File: src/rtl/mcpu_defs.sv
// mcpu_defs: shared state, opcode/funct and control-code definitions for the multicycle CPU controller
package mcpu_defs;
  typedef enum logic [2:0] {S_IF = 3'd0, S_ID = 3'd1, S_EX = 3'd2, S_MEM = 3'd3, S_WB = 3'd4, S_HALT = 3'd5} state_t;
  typedef enum logic [2:0] {C_ALU_R, C_ALU_I, C_MEM, C_BR, C_J, C_JR, C_BAD} cls_t;
  typedef struct packed {cls_t cls; logic [2:0] alu; logic link;} dec_t;
  localparam logic [5:0] OP_R = 6'h00, OP_J = 6'h02, OP_JAL = 6'h03, OP_BEQ = 6'h04, OP_BNE = 6'h05;
  localparam logic [5:0] OP_ADDI = 6'h08, OP_SLTI = 6'h0A, OP_ANDI = 6'h0C, OP_ORI = 6'h0D, OP_XORI = 6'h0E;
  localparam logic [5:0] OP_LUI = 6'h0F, OP_LW = 6'h23, OP_SW = 6'h2B;
  localparam logic [5:0] F_SRL = 6'h02, F_JR = 6'h08, F_JALR = 6'h09, F_ADD = 6'h20, F_SUB = 6'h22;
  localparam logic [5:0] F_AND = 6'h24, F_OR = 6'h25, F_XOR = 6'h26, F_NOR = 6'h27, F_SLT = 6'h2A;
  localparam logic [2:0] ALU_ADD = 3'b010, ALU_SUB = 3'b110, ALU_AND = 3'b000, ALU_OR = 3'b001;
  localparam logic [2:0] ALU_XOR = 3'b011, ALU_NOR = 3'b100, ALU_SRL = 3'b101, ALU_SLT = 3'b111;
  localparam logic [1:0] PC_ALU = 2'b00, PC_OUT = 2'b01, PC_JMP = 2'b10, PC_RS = 2'b11;
  localparam logic [1:0] D_ALU = 2'b00, D_MDR = 2'b01, D_LUI = 2'b10, D_PC = 2'b11;
  localparam logic [1:0] RD_RT = 2'b00, RD_RD = 2'b01, RD_RA = 2'b10;
  localparam logic [1:0] SB_RT = 2'b00, SB_4 = 2'b01, SB_IMM = 2'b10, SB_BR = 2'b11;
  function automatic dec_t decode(input logic [5:0] op, input logic [5:0] fun);
    dec_t d;
    d = '{C_BAD, ALU_ADD, 1'b0};
    case (op)
      OP_R:
        case (fun)
          F_ADD:   d = '{C_ALU_R, ALU_ADD, 1'b0};
          F_SUB:   d = '{C_ALU_R, ALU_SUB, 1'b0};
          F_AND:   d = '{C_ALU_R, ALU_AND, 1'b0};
          F_OR:    d = '{C_ALU_R, ALU_OR, 1'b0};
          F_XOR:   d = '{C_ALU_R, ALU_XOR, 1'b0};
          F_NOR:   d = '{C_ALU_R, ALU_NOR, 1'b0};
          F_SLT:   d = '{C_ALU_R, ALU_SLT, 1'b0};
          F_SRL:   d = '{C_ALU_R, ALU_SRL, 1'b0};
          F_JR:    d = '{C_JR, ALU_ADD, 1'b0};
          F_JALR:  d = '{C_JR, ALU_ADD, 1'b1};
          default: d = '{C_BAD, ALU_ADD, 1'b0};
        endcase
      OP_ADDI, OP_LUI: d = '{C_ALU_I, ALU_ADD, 1'b0};
      OP_ANDI: d = '{C_ALU_I, ALU_AND, 1'b0};
      OP_ORI:  d = '{C_ALU_I, ALU_OR, 1'b0};
      OP_XORI: d = '{C_ALU_I, ALU_XOR, 1'b0};
      OP_SLTI: d = '{C_ALU_I, ALU_SLT, 1'b0};
      OP_LW, OP_SW: d = '{C_MEM, ALU_ADD, 1'b0};
      OP_BEQ, OP_BNE: d = '{C_BR, ALU_SUB, 1'b0};
      OP_J:    d = '{C_J, ALU_ADD, 1'b0};
      OP_JAL:  d = '{C_J, ALU_ADD, 1'b1};
      default: d = '{C_BAD, ALU_ADD, 1'b0};
    endcase
    return d;
  endfunction
endpackage

File: src/rtl/step_edge.sv
// step_edge: rising-edge detector for the debug step request
module step_edge (
  input  logic clk,
  input  logic rst_n,
  input  logic d,
  output logic rise
);
  logic prev;
  always_ff @(posedge clk)
    prev <= rst_n ? d : 1'b0;
  assign rise = d & ~prev;
endmodule

File: src/rtl/mcpu_control.sv
// mcpu_control: multicycle CPU control FSM with retire counter, memory timeout and debug halt/step
module mcpu_control
  import mcpu_defs::*;
#(
  parameter int CNT_W   = 32,
  parameter int TIMEOUT = 15
) (
  input  logic             clk,
  input  logic             rst_n,
  input  logic [5:0]       opcode,
  input  logic [5:0]       fun,
  input  logic             zero,
  input  logic             mem_ack,
  input  logic             debug_en,
  input  logic             debug_step,
  output logic             mem_req,
  output logic             mem_w,
  output logic             IorD,
  output logic             IRWrite,
  output logic             PCWrite,
  output logic [1:0]       PCSource,
  output logic             RegWrite,
  output logic [1:0]       RegDst,
  output logic [1:0]       DatatoReg,
  output logic             ALUSrc_A,
  output logic [1:0]       ALUSrc_B,
  output logic [2:0]       ALU_Control,
  output logic [2:0]       state,
  output logic [CNT_W-1:0] instr_cnt,
  output logic             illegal,
  output logic             bus_err,
  output logic             halted
);
  localparam int WW = $clog2(TIMEOUT + 1);
  state_t cs, nxt;
  logic [5:0] op_q, fun_q;
  logic [WW-1:0] wait_cnt;
  logic step_rise, retire, tmo, last_wait;
  dec_t d;
  step_edge u_step (.clk(clk), .rst_n(rst_n), .d(debug_step), .rise(step_rise));
  assign state = cs;
  assign halted = cs == S_HALT;
  assign d = decode(op_q, fun_q);
  assign last_wait = !mem_ack && wait_cnt == WW'(TIMEOUT - 1);
  assign RegDst = (d.cls == C_ALU_R || d.cls == C_JR) ? RD_RD : d.cls == C_J ? RD_RA : RD_RT;
  assign DatatoReg = d.link ? D_PC : op_q == OP_LW ? D_MDR : op_q == OP_LUI ? D_LUI : D_ALU;
  always_comb begin
    nxt = cs;
    {mem_req, mem_w, IorD, IRWrite, PCWrite, RegWrite, illegal, ALUSrc_A, retire, tmo} = '0;
    PCSource = PC_ALU;
    ALUSrc_B = SB_RT;
    ALU_Control = ALU_ADD;
    case (cs)
      S_IF: begin
        mem_req = 1'b1;
        ALUSrc_B = SB_4;
        {IRWrite, PCWrite} = {2{mem_ack}};
        tmo = last_wait;
        nxt = mem_ack ? S_ID : last_wait ? S_HALT : S_IF;
      end
      S_ID: begin
        ALUSrc_B = SB_BR;
        nxt = S_EX;
      end
      S_EX: begin
        ALU_Control = d.alu;
        ALUSrc_A = !(d.cls == C_ALU_R && d.alu == ALU_SRL);
        ALUSrc_B = (d.cls == C_ALU_I || d.cls == C_MEM) ? SB_IMM : SB_RT;
        case (d.cls)
          C_ALU_R, C_ALU_I: nxt = S_WB;
          C_MEM: nxt = S_MEM;
          C_BR: begin
            PCWrite = zero ^ (op_q == OP_BNE);
            PCSource = PC_OUT;
            retire = 1'b1;
          end
          C_J, C_JR: begin
            PCWrite = 1'b1;
            PCSource = d.cls == C_J ? PC_JMP : PC_RS;
            RegWrite = d.link;
            retire = 1'b1;
          end
          default: begin
            illegal = 1'b1;
            retire = 1'b1;
          end
        endcase
      end
      S_MEM: begin
        mem_req = 1'b1;
        IorD = 1'b1;
        mem_w = op_q == OP_SW;
        ALUSrc_A = 1'b1;
        ALUSrc_B = SB_IMM;
        retire = mem_ack && op_q != OP_LW;
        tmo = last_wait;
        nxt = mem_ack ? S_WB : last_wait ? S_HALT : S_MEM;
      end
      S_WB: begin
        RegWrite = 1'b1;
        retire = 1'b1;
      end
      S_HALT: nxt = (!bus_err && (!debug_en || step_rise)) ? S_IF : S_HALT;
      default: nxt = S_IF;
    endcase
    if (retire) nxt = debug_en ? S_HALT : S_IF;
    if (!rst_n) {mem_req, mem_w, IRWrite, PCWrite, RegWrite, illegal} = '0;
  end
  always_ff @(posedge clk) begin
    if (!rst_n) begin
      cs <= S_IF;
      op_q <= '0;
      fun_q <= '0;
      wait_cnt <= '0;
      instr_cnt <= '0;
      bus_err <= 1'b0;
    end else begin
      cs <= nxt;
      if (cs == S_ID) {op_q, fun_q} <= {opcode, fun};
      wait_cnt <= ((cs == S_IF || cs == S_MEM) && !mem_ack) ? wait_cnt + 1'b1 : '0;
      if (retire) instr_cnt <= instr_cnt + 1'b1;
      if (tmo) bus_err <= 1'b1;
    end
  end
endmodule

File: config.mk
export PLATFORM = sky130hd
export DESIGN_NAME = mcpu_control
export DESIGN_NICKNAME = d
export VERILOG_FILES = /design/src/rtl/mcpu_defs.sv /design/src/rtl/step_edge.sv /design/src/rtl/mcpu_control.sv
export SDC_FILE = /design/constraint.sdc
export NUM_CORES = 1
export LEC_CHECK = 0
export ABC_CLOCK_PERIOD_IN_PS = 3500
export BUFFER_PORTS_ARGS = -buffer_cell sky130_fd_sc_hd__buf_2
export CORE_MARGIN = 4
export CORE_UTILIZATION = 45
export DETAILED_ROUTE_END_ITERATION = 10
export PLACE_DENSITY = 0.76
export SLEW_MARGIN = 20
export SYNTH_ARGS = -nofsm -noshare
export SYNTH_HDL_FRONTEND = slang
export SYNTH_SLANG_ARGS = --single-unit
File: constraint.sdc
create_clock -name clk -period 3.5 [get_ports clk]
set_input_delay 0.7 -clock clk [delete_from_list [all_inputs] [get_ports clk]]
set_output_delay 0.7 -clock clk [all_outputs]
set_load 0.01 [all_outputs]
---- Yosys cells after proc, flatten, opt, wreduce, memory -nomap -nowiden ----
Cells that the tools add are included.
W data, S select, Z words.
storage, ports and cells
  register bits ........................... 53
  input bits .............................. 18
  output and inout bits ................... 56
  word-level logic and storage cells ...... 117
cells by class
  add/sub/neg operators ................... 2
  eq/ne operators ......................... 37
  muxes and demuxes ....................... 42
  bitwise operators ....................... 3
  reduce and logical (&&, ||, !) cells .... 26
operator list
  kind                     count
  $pmux W7 S10             2
  $eq A6 B6 Y1 const B     9
  $eq A6 B4 Y1 const B     8
  $add A32 B1 Y32 const B  1
  $mux W3                  8
  $eq A6 B2 Y1 const B     3
  $pmux W3 S6              1
  $mux W1                  16
  $eq A3 B3 Y1 const B     5
  $mux W2                  7
  $eq A3 B2 Y1 const B     4
  $eq A6 B3 Y1 const B     2
  $reduce_or A2 Y1         6
  $pmux W1 S2              4
  $pmux W2 S4              1
  $eq A3 B1 Y1 const B     2
  $logic_not A3 Y1         2
  $logic_not A6 Y1         1
  $ne A6 B6 Y1 const B     1
  $pmux W3 S2              1
  $reduce_or A6 Y1         1
  $logic_and A1 B1 Y1      5
  $add A4 B1 Y4 const B    1
  $eq A4 B4 Y1 const B     1
  other kinds (11)         18

---- Logic depth before layout (Yosys ltp) ----
Gate-level depths: netlist of run 1.
  depth in word-level cells ............... 9
  mapped depth ............................ 10
  mapped depth without buffers ............ 8

---- By module ----
Synthesis of run 1 repeated with hierarchy kept, for this count alone.
second synthesis, totals
  cell total of the unflattened synthesis .. 404
  area, all modules ....................... 3110.5 sq um
modules (own cells, without submodules)
  module        instances  cells an instance  area an instance (sq um)  seq. area each (sq um)
  mcpu_control  1          401                3070.4                    1041.0
  step_edge     1          3                  40.0                      20.0

---- Worst setup path before layout of run 1 ----
Ideal clock, no wire load.
  path kind ............................... register -> output
  start point ............................. reg op_q[5]
  end point ............................... out ALUSrc_A
  arrival time ............................ 1816 ps
  data required time ...................... 2800 ps
  slack ................................... 984 ps
  stages on the path, launching flop included .. 7
  buffers on the path ..................... 0
  path through ............................ dfxtp_1 -> nor4_4 -> nand2_1 -> or4_1 -> o21ai_0 -> nand2_1 -> o31a_1
on the way
  word-level cells in the longest chain between the ends .. 7
  elaborated cells between the ends (all ways) .. 22
RTL lines
  what                                                     line                 text
  start: declaration                                       mcpu_control.sv:36   logic [5:0] op_q, fun_q;
  start signal: assignment                                 mcpu_control.sv:119  if (cs == S_ID) {op_q, fun_q} <= {opcode, fun};
  $eq A6 B3 Y1 (tied with other cells)                     mcpu_defs.sv:20      case (op)
  $reduce_or A2 Y1                                         mcpu_defs.sv:20
  $pmux W7 S10 *                                           mcpu_defs.sv:20
  $eq A3 B3 Y1 / $logic_not A3 Y1 (equally long branches)  mcpu_control.sv:67   ALUSrc_A = !(d.cls == C_ALU_R && d.alu == ALU_SRL);
  $logic_and A1 B1 Y1 *                                    mcpu_control.sv:67
  $logic_not A1 Y1 *                                       mcpu_control.sv:67
  $pmux W1 S2 *                                            mcpu_control.sv:53   case (cs)
  end: declaration                                         mcpu_control.sv:25   output logic ALUSrc_A,
Mark *: on every way between the ends. The rest lies on a longest branch, timed or not.

---- Worst setup path after layout of run 1 ----
  start point ............................. reg op_q[2]
  end point ............................... out ALUSrc_A
Same word-level chain as after synthesis.

==> results of run 1 <==
[worst max-delay path: stages, from the launching register on]
cell and delay [ns]:
dfxtp_1 0.43, nor4_4 0.42, nand2_1 0.19, or4_1 0.50, o21ai_0 0.14, nand2_1 0.09, o31a_1 0.30, buf_2 0.14
[cell families (layout without fill, tap and decap cells)]
kind of cell	count (synthesis)	after routing	share of synthesized area (%)
compound gates	107	107	20.4
xor+xnor	4	4	1.15
fa+ha+maj	3	3	1.23
buf+inv	33	94	4.31
flops	53	53	34.8
mux	12	12	3.94
simple gates	187	187	34.1
[flip-flops by register name (all words and copies together), names as in the netlist]
name,count
bus_err,1
fun_q,6
instr_cnt,32
op_q,6
state,3
u_step.prev,1
wait_cnt,4
[synthesized netlist by cell type (2+ instances only)]
| cell type | count |
|---|---|
| a21oi_1 | 44 |
| nor3_1 | 8 |
| and2_1 | 7 |
| nor2_1 | 45 |
| and4_1 | 3 |
| or4_1 | 16 |
| o21a_1 | 7 |
| or3_1 | 13 |
| o31ai_1 | 14 |
| mux2i_1 | 12 |
| nand4_1 | 6 |
| o21ai_0 | 28 |
| dfxtp_1 | 53 |
| and3_1 | 6 |
| nand4b_1 | 2 |
| nand3_1 | 23 |
| nor2b_1 | 6 |
| nand2_1 | 27 |
| buf_2 | 6 |
| nor4_4 | 2 |
| nor4_1 | 2 |
| clkbuf_1 | 18 |
| a31oi_1 | 6 |
| xor2_1 | 3 |
| ha_1 | 3 |
| inv_1 | 8 |
| nand2b_1 | 12 |
[stage by stage]
stage | cell area (µm²) | hold slack, ns
after global placement | 3480 | 0.446
after floorplan | 3050 | 0.430
after CTS | 3560 | 0.481
after global routing | 3560 | 0.505
after detailed placement | 3480 | 0.458
final | 3560 | 0.476
[final timing paths]
kind          startpoint            end  slack, ns  depth (start not counted)
max              op_q[2]       ALUSrc_A       0.29                          7
min          wait_cnt[0]    wait_cnt[0]       0.48                          1
min reg2reg  wait_cnt[0]    wait_cnt[0]       0.48                          1
max reg2reg     state[1]  instr_cnt[31]       0.77                          7
[layer usage]
layer	GRT usage [%]	share of wire, %
met5	0	0
met4	7.14	1.4
met3	3.75	5.3
met2	33.4	47
met1	25.6	46
[area by class of cell]
type | count | share of cell area, %
clock inverter | 2 | 0.386
inverter | 9 | 0.948
timing repair buffer | 77 | 11.5
clock buffer | 6 | 2.04
sequential | 53 | 29.8
tap | 77 | 2.70
multi-input combinational | 313 | 52.7
[where the power goes]
group	leakage, nW	switching, mW	internal (mW)
clock network	0.0456	0.210	0.143
registers	0.429	0.141	0.661
logic	0.911	0.511	0.327
total	1.39	0.861	1.13
==> impl_metrics.csv, run 1 <==
group,metric,value,unit
final_layout,num_antenna_cells,0,
yosys,async_reset_ff_share,0,%
critical_path,endpoint_kind,"output pin",
final_layout,layout_common_cells,"buf_2 (73), dfxtp_1 (53), nor2_1 (45)",
floorplanning,fp.dieH,90.3,µm
timing,max_slew_margin,48.4,%
final_layout,utilization,55.2,%
cts,clkLatencyLatePin,0.31,ns
critical_path,crit_path_start_kind,"flip-flop",
yosys,synth_area_leaders,"dfxtp_1 (35%), a21oi_1 (7.2%), nor2_1 (5.5%)",
routing,wl_per_cell,15.1,µm
timing,fin_crit_sh,91.6,%
critical_path,critPathKind,"flip-flop to output pin",
run,max_cap_violations,0,
final_layout,n_fill_cell,631,
routing,vias,3209,
timing,fin_skew,0.00893,ns
yosys,synth_edf_count,0,
final_layout,final_common_cell,"buf_2",
critical_path,arrival,2.51,ns
timing,fmax,312,MHz
grt,grt_pass1_wl,13.8,mm
yosys,post_synth_num_cell_types,46,
grt,antenna_found_initial,0,
timing,period_needed,3.21,ns
timing,tightest_slew,0.774,ns
floorplanning,core_region_area,6460,µm²
grt,grt_pass1_vias,2991,
place,placed_cells,529,
yosys,synth_cells,399,
min_path,hold_class,"flip-flop to flip-flop",
routing,viasPerCell,5.98,
routing,dr.pass1.iters,5,
floorplanning,die-area,8150,µm²
place,pre_cts_slack,0.648,ns
floorplanning,die_x,90.3,µm
power,p_total,1.99,mW
power,cellLeakagePower,1.39,nW
critical_path,critPathMaxFanout,11,
cts,numCtsBuffers,5,
run_status,status,"completed",
cts,post_cts_buffers,0,
yosys,synthFlopType,"dfxtp_1",
yosys,ys_seq_area_share,34.8,%
yosys,avgSynthCellArea,7.64,µm²
timing,rsz0062_at_grt,"false",
final_layout,final_layout_size_suffix_gt1_share,20.4,%
final_layout,multi_input_area,1880,µm²
cts,root_buffer,"clkbuf_8",
power,peakVddDrop,0.328,mV
yosys,yosys.area.top_type_share,34.8,%
yosys,synthesis.nets,420,
grt,track_usage,19.9,%
grt,grt_max_degree,45,
cts,cts_resized,0,
routing,drt_iter0_drc,156,
timing,report.final.hold_viol_count,0,
timing,slew_viol_final,0,
routing,antenna_left,0,
cts,tritoncts,"built",
critical_path,worstPathRequired,2.80,ns
cts,clk_pin_slew_worst_paths,0.09,ns
cts,htreeDepth,2,
grt,overflow,0,
final_layout,seqCellArea,1060,µm²
place,dp_hpwl,5.85,mm
timing,layout_setup_ws,0.292,ns
power,p_per_area,560,nW/µm²
timing,setup_tns,0,ns
yosys,yosys.area.top_type,"dfxtp_1",
yosys,synth_warnings,0,
yosys,syn_area,3050,µm²
timing,finalSetupViolCount,0,
routing,routed_wl,8.11,mm
final_layout,stdcell_count,537,
cts,cts_sinks,53,
floorplanning,initial_core_util,47.2,%
final_layout,final_nets,480,
cts,clock_path_buffers,2,
place,io_buffers,73,
floorplanning,num_rows,29,
cts,cts_hold_buffers,0,
floorplanning,io_pins,74,
routing,drc_errors,0,
place,place_congestion,0.928,
yosys,ys_seq_elements,53,
final_layout,syn_to_final_growth,16.9,%
(Power assumes the default switching activity.)
==> inputs of run 2 (changes only) <==
--- a/config.mk
+++ b/config.mk
@@ -9,6 +9,7 @@
 export BUFFER_PORTS_ARGS = -buffer_cell sky130_fd_sc_hd__buf_2
 export CORE_MARGIN = 4
 export CORE_UTILIZATION = 45
+export CTS_BUF_LIST = sky130_fd_sc_hd__clkbuf_8
 export DETAILED_ROUTE_END_ITERATION = 10
 export PLACE_DENSITY = 0.76
 export SLEW_MARGIN = 20
==> run 2 against run 1 <==
Against the previous run: clock skew is essentially flat; worst setup slack about the same; final cell count did not move; design area did not move; hold slack stayed put; sequential power about the same; critical path depth did not move; critical endpoint unchanged; register-to-register slack about the same; power down 0.14%; sequential share of layout area stayed put.
==> impl_metrics.csv, run 2 (same netlist as run 1, synthesis figures left out) <==
group,metric,value,unit
run_status,status,"completed",
floorplanning,die-area,8150,µm²
final_layout,regMostFlops,"instr_cnt",
critical_path,r2r-end,"instr_cnt[31]",
routing,viasPerCell,5.97,
run,max_cap_violations,0,
grt,grt_pass1_vias,2991,
timing,tightest_slew,0.770,ns
grt,grt_max_degree,45,
cts,cts_sinks,53,
critical_path,crit_path_start_kind,"flip-flop",
final_layout,final_common_cell,"buf_2",
timing,period_needed,3.21,ns
floorplanning,num_rows,29,
floorplanning,initial_core_util,47.2,%
routing,dr.pass1.iters,4,
final_layout,layout_common_cells,"buf_2 (73), dfxtp_1 (53), nor2_1 (45)",
final_layout,num_antenna_cells,0,
cts,tritoncts,"built",
power,p_total,1.99,mW
cts,clkLatencyLatePin,0.31,ns
critical_path,reg2reg_slack,0.77,ns
critical_path,r2r.worst_path.cells,7,
place,io_buffers,73,
critical_path,critPathMaxFanout,11,
final_layout,largest_reg_flops,32,
routing,drc_errors,0,
routing,drt_iter0_drc,156,
cts,clock_path_buffers,2,
final_layout,final_layout_size_suffix_gt1_share,20.4,%
critical_path,endpoint_kind,"output pin",
critical_path,critPathKind,"flip-flop to output pin",
power,peakVddDrop,0.327,mV
critical_path,worstPathRequired,2.80,ns
floorplanning,io_pins,74,
timing,slew_viol_final,0,
routing,antenna_left,0,
grt,grt_pass1_wl,13.8,mm
min_path,holdPathEnd,"wait_cnt[0]",
cts,post_cts_buffers,0,
routing,wl_per_cell,15.1,µm
cts,numCtsBuffers,5,
place,place_congestion,0.928,
power,cellLeakagePower,1.39,nW
cts,root_buffer,"clkbuf_8",
critical_path,r2r_start,"state[1]",
timing,rsz0062_at_grt,"false",
power,p_per_area,559,nW/µm²
final_layout,top_regs,"instr_cnt x32, fun_q x6, op_q x6",
floorplanning,die_x,90.3,µm
grt,track_usage,19.9,%
floorplanning,fp.dieH,90.3,µm
cts,htreeDepth,2,
place,dp_hpwl,5.85,mm
timing,fmax,312,MHz
cts,cts_resized,0,
cts,clk_pin_slew_worst_paths,0.09,ns
timing,fin_crit_sh,91.6,%
final_layout,syn_to_final_growth,16.9,%
min_path,hold_start,"wait_cnt[0]",
timing,max_slew_margin,48.6,%
routing,routed_wl,8.12,mm
routing,vias,3206,
grt,antenna_found_initial,0,
grt,overflow,0,
timing,report.final.hold_viol_count,0,
critical_path,arrival,2.51,ns
timing,finalSetupViolCount,0,
cts,cts_hold_buffers,0,
floorplanning,core_region_area,6460,µm²
final_layout,final_nets,480,
min_path,hold-path-cell-count,1,
timing,fin_skew,0.00908,ns
timing,setup_tns,0,ns
min_path,hold_class,"flip-flop to flip-flop",
run 2: per-stage QoR:
step	std cells	instance area, µm²	hold WS, ns	utilization, %	setup WS (ns)
3_3_place_gp	529	3480	0.446	53.8	0.774
6_report	537	3560	0.476	55.2	0.292
2_1_floorplan	399	3050	0.430	-	0.984
4_1_cts	537	3560	0.481	55.2	0.296
5_1_grt	537	3560	0.505	55.2	0.194
3_5_place_dp	529	3480	0.458	53.8	0.648
run 2: routing by layer:
metal	vias to the layer above	global-route usage [%]	share of wire, %
li1	1580	-	-
met1	1510	25.6	46
met2	105	33.4	47
met3	11	3.75	5.2
met4	0	7.14	1.4
met5	-	0	0
run 2: power by group:
group,switching (mW),internal (mW)
clock network,0.209,0.140
registers,0.141,0.661
logic,0.511,0.327
total,0.862,1.13
run 2: how the worst max path moves through the flow:
stage | start | endpoint | cells past startpoint | slack (ns)
floorplan | op_q[5] | ALUSrc_A | 6 | 0.98
global placement | op_q[2] | ALUSrc_A | 7 | 0.77
detailed placement | op_q[2] | ALUSrc_A | 7 | 0.65
CTS | op_q[2] | ALUSrc_A | 7 | 0.30
global route | op_q[2] | ALUSrc_A | 7 | 0.19
finish | op_q[2] | ALUSrc_A | 7 | 0.29
run 2: layout make-up:
| class | count | area [µm²] |
|---|---|---|
| flip-flops and latches | 53 | 1060 |
| clock buffers | 5 | 68.8 |
| multi-input cells | 313 | 1880 |
| well taps | 77 | 96.3 |
| inverters | 9 | 33.8 |
| fillers | 631 | 2900 |
| clock inverters | 3 | 17.5 |
| repair buffers | 77 | 408 |
run 2: worst max-delay path: stages, from the launching register on:
cell	delay [ns]
dfxtp_1	0.43
nor4_4	0.42
nand2_1	0.19
or4_1	0.50
o21ai_0	0.14
nand2_1	0.09
o31a_1	0.30
buf_2	0.14
==> inputs of run 3 (changes only) <==
--- a/config.mk
+++ b/config.mk
@@ -11,8 +11,7 @@
 export CORE_UTILIZATION = 45
 export CTS_BUF_LIST = sky130_fd_sc_hd__clkbuf_8
 export DETAILED_ROUTE_END_ITERATION = 10
-export PLACE_DENSITY = 0.76
-export SLEW_MARGIN = 20
+export PLACE_DENSITY = 0.71
 export SYNTH_ARGS = -nofsm -noshare
 export SYNTH_HDL_FRONTEND = slang
 export SYNTH_SLANG_ARGS = --single-unit
==> run 3 against run 2 <==
Against the previous run: register-to-register slack improved by 0.04 ns; hold slack improved by 0.0022 ns; design area is 0.56% higher; core utilization rose by 0.31 points; clock power rose by 20%; largest cell class unchanged.
==> impl_metrics.csv, run 3 (same netlist as run 1, synthesis figures left out) <==
group,metric,value,unit
run_status,status,"completed",
timing,fmax,317,MHz
timing,hold_slack,0.478,ns
final_layout,utilization,55.5,%
routing,drt_iter0_drc,157,
cts,post_cts_buffers,0,
final_layout,regMostFlops,"instr_cnt",
grt,grt_pass1_wl,13.7,mm
power,cellLeakagePower,1.40,nW
floorplanning,die_x,90.3,µm
floorplanning,die-area,8150,µm²
routing,antenna_left,0,
cts,cts_hold_buffers,0,
cts,numCtsBuffers,5,
critical_path,r2r_start,"state[1]",
timing,fin_skew,0.0127,ns
timing,slew_viol_final,0,
cts,cts_resized,0,
routing,vias,3184,
min_path,hold_start,"wait_cnt[0]",
final_layout,top_regs,"instr_cnt x32, fun_q x6, op_q x6",
routing,wl_per_cell,15.1,µm
cts,cts_sinks,53,
cts,root_buffer,"clkbuf_8",
grt,grt_pass1_vias,2949,
final_layout,largest_reg_flops,32,
final_layout,stdcell_count,538,
critical_path,endpoint_kind,"output pin",
cts,tritoncts,"built",
cts,clk_pin_slew_worst_paths,0.09,ns
critical_path,startpoint,"op_q[2]",
timing,setup_tns,0,ns
timing,report.final.hold_viol_count,0,
min_path,hold_class,"flip-flop to flip-flop",
routing,dr.pass1.iters,4,
final_layout,final_nets,481,
final_layout,final_layout_size_suffix_gt1_share,20.6,%
critical_path,critPathKind,"flip-flop to output pin",
timing,finalSetupViolCount,0,
timing,fin_crit_sh,90.1,%
floorplanning,fp.dieH,90.3,µm
place,place_congestion,0.970,
timing,max_slew_margin,40.0,%
final_layout,num_antenna_cells,0,
floorplanning,initial_core_util,47.2,%
critical_path,crit_path_start_kind,"flip-flop",
final_layout,layout_common_cells,"buf_2 (73), dfxtp_1 (53), nor2_1 (45)",
floorplanning,core_region_area,6460,µm²
routing,drc_errors,0,
run,max_cap_violations,0,
critical_path,worstPathRequired,2.80,ns
final_layout,final_common_cell,"buf_2",
power,p_per_area,569,nW/µm²
grt,track_usage,19.9,%
floorplanning,num_rows,29,
critical_path,reg2reg_slack,0.81,ns
final_layout,final_area,3580,µm²
place,placed_cell_area,3470,µm²
place,placed_cells,530,
grt,antenna_found_initial,0,
critical_path,arrival,2.45,ns
floorplanning,io_pins,74,
timing,period_needed,3.15,ns
cts,htreeDepth,2,
routing,viasPerCell,5.92,
cts,clock_path_buffers,2,
power,peakVddDrop,0.322,mV
timing,tightest_slew,0.899,ns
timing,rsz0062_at_grt,"false",
final_layout,syn_to_final_growth,17.6,%
critical_path,critPathMaxFanout,11,
routing,routed_wl,8.15,mm
grt,overflow,0,
grt,grt_max_degree,38,
cts,clkLatencyLatePin,0.31,ns
place,dp_hpwl,5.94,mm
place,io_buffers,73,
[run 3: metrics by stage]
stage	power [mW]	worst slack [ns]
after floorplan	1.36	0.984
after global placement	1.61	0.746
after detailed placement	1.63	0.696
after CTS	2.05	0.333
after global routing	2.19	0.170
final	2.04	0.348
[run 3: final cells by class]
type | instances | area (µm²)
clock buffer | 5 | 68.8
clock inverter | 3 | 42.5
fill | 637 | 2880
inverter | 9 | 33.8
multi-input combinational | 313 | 1880
sequential | 53 | 1060
tap | 77 | 96.3
timing repair buffer | 78 | 403
[run 3: worst paths after layout]
kind	endpoint	depth (start not counted)
max reg2reg	instr_cnt[25]	7
min	wait_cnt[0]	1
max	ALUSrc_A	7
min reg2reg	wait_cnt[0]	1
[run 3: per-layer routing]
layer | track usage, % | vias up | share of wire, % | wire length, µm
met4 | 7.02 | 0 | 1.6 | 130
met5 | 0 | - | 0 | 0
met2 | 32.4 | 124 | 46 | 3710
met1 | 25.9 | 1461 | 46 | 3760
li1 | - | 1588 | - | -
met3 | 4.50 | 11 | 6.7 | 545
[run 3: report_power, final]
group | leakage, nW | switching (mW) | internal [mW] | total (mW)
logic | 0.910 | 0.502 | 0.318 | 0.820
registers | 0.429 | 0.139 | 0.661 | 0.800
clock network | 0.0595 | 0.205 | 0.212 | 0.418
[run 3: critical path: stages, from the launching register on]
cell and delay (ns):
dfxtp_1 0.44, nor4_4 0.41, nand2_1 0.17, or4_1 0.49, o21ai_0 0.12, nand2_1 0.08, o31a_1 0.30, buf_2 0.14
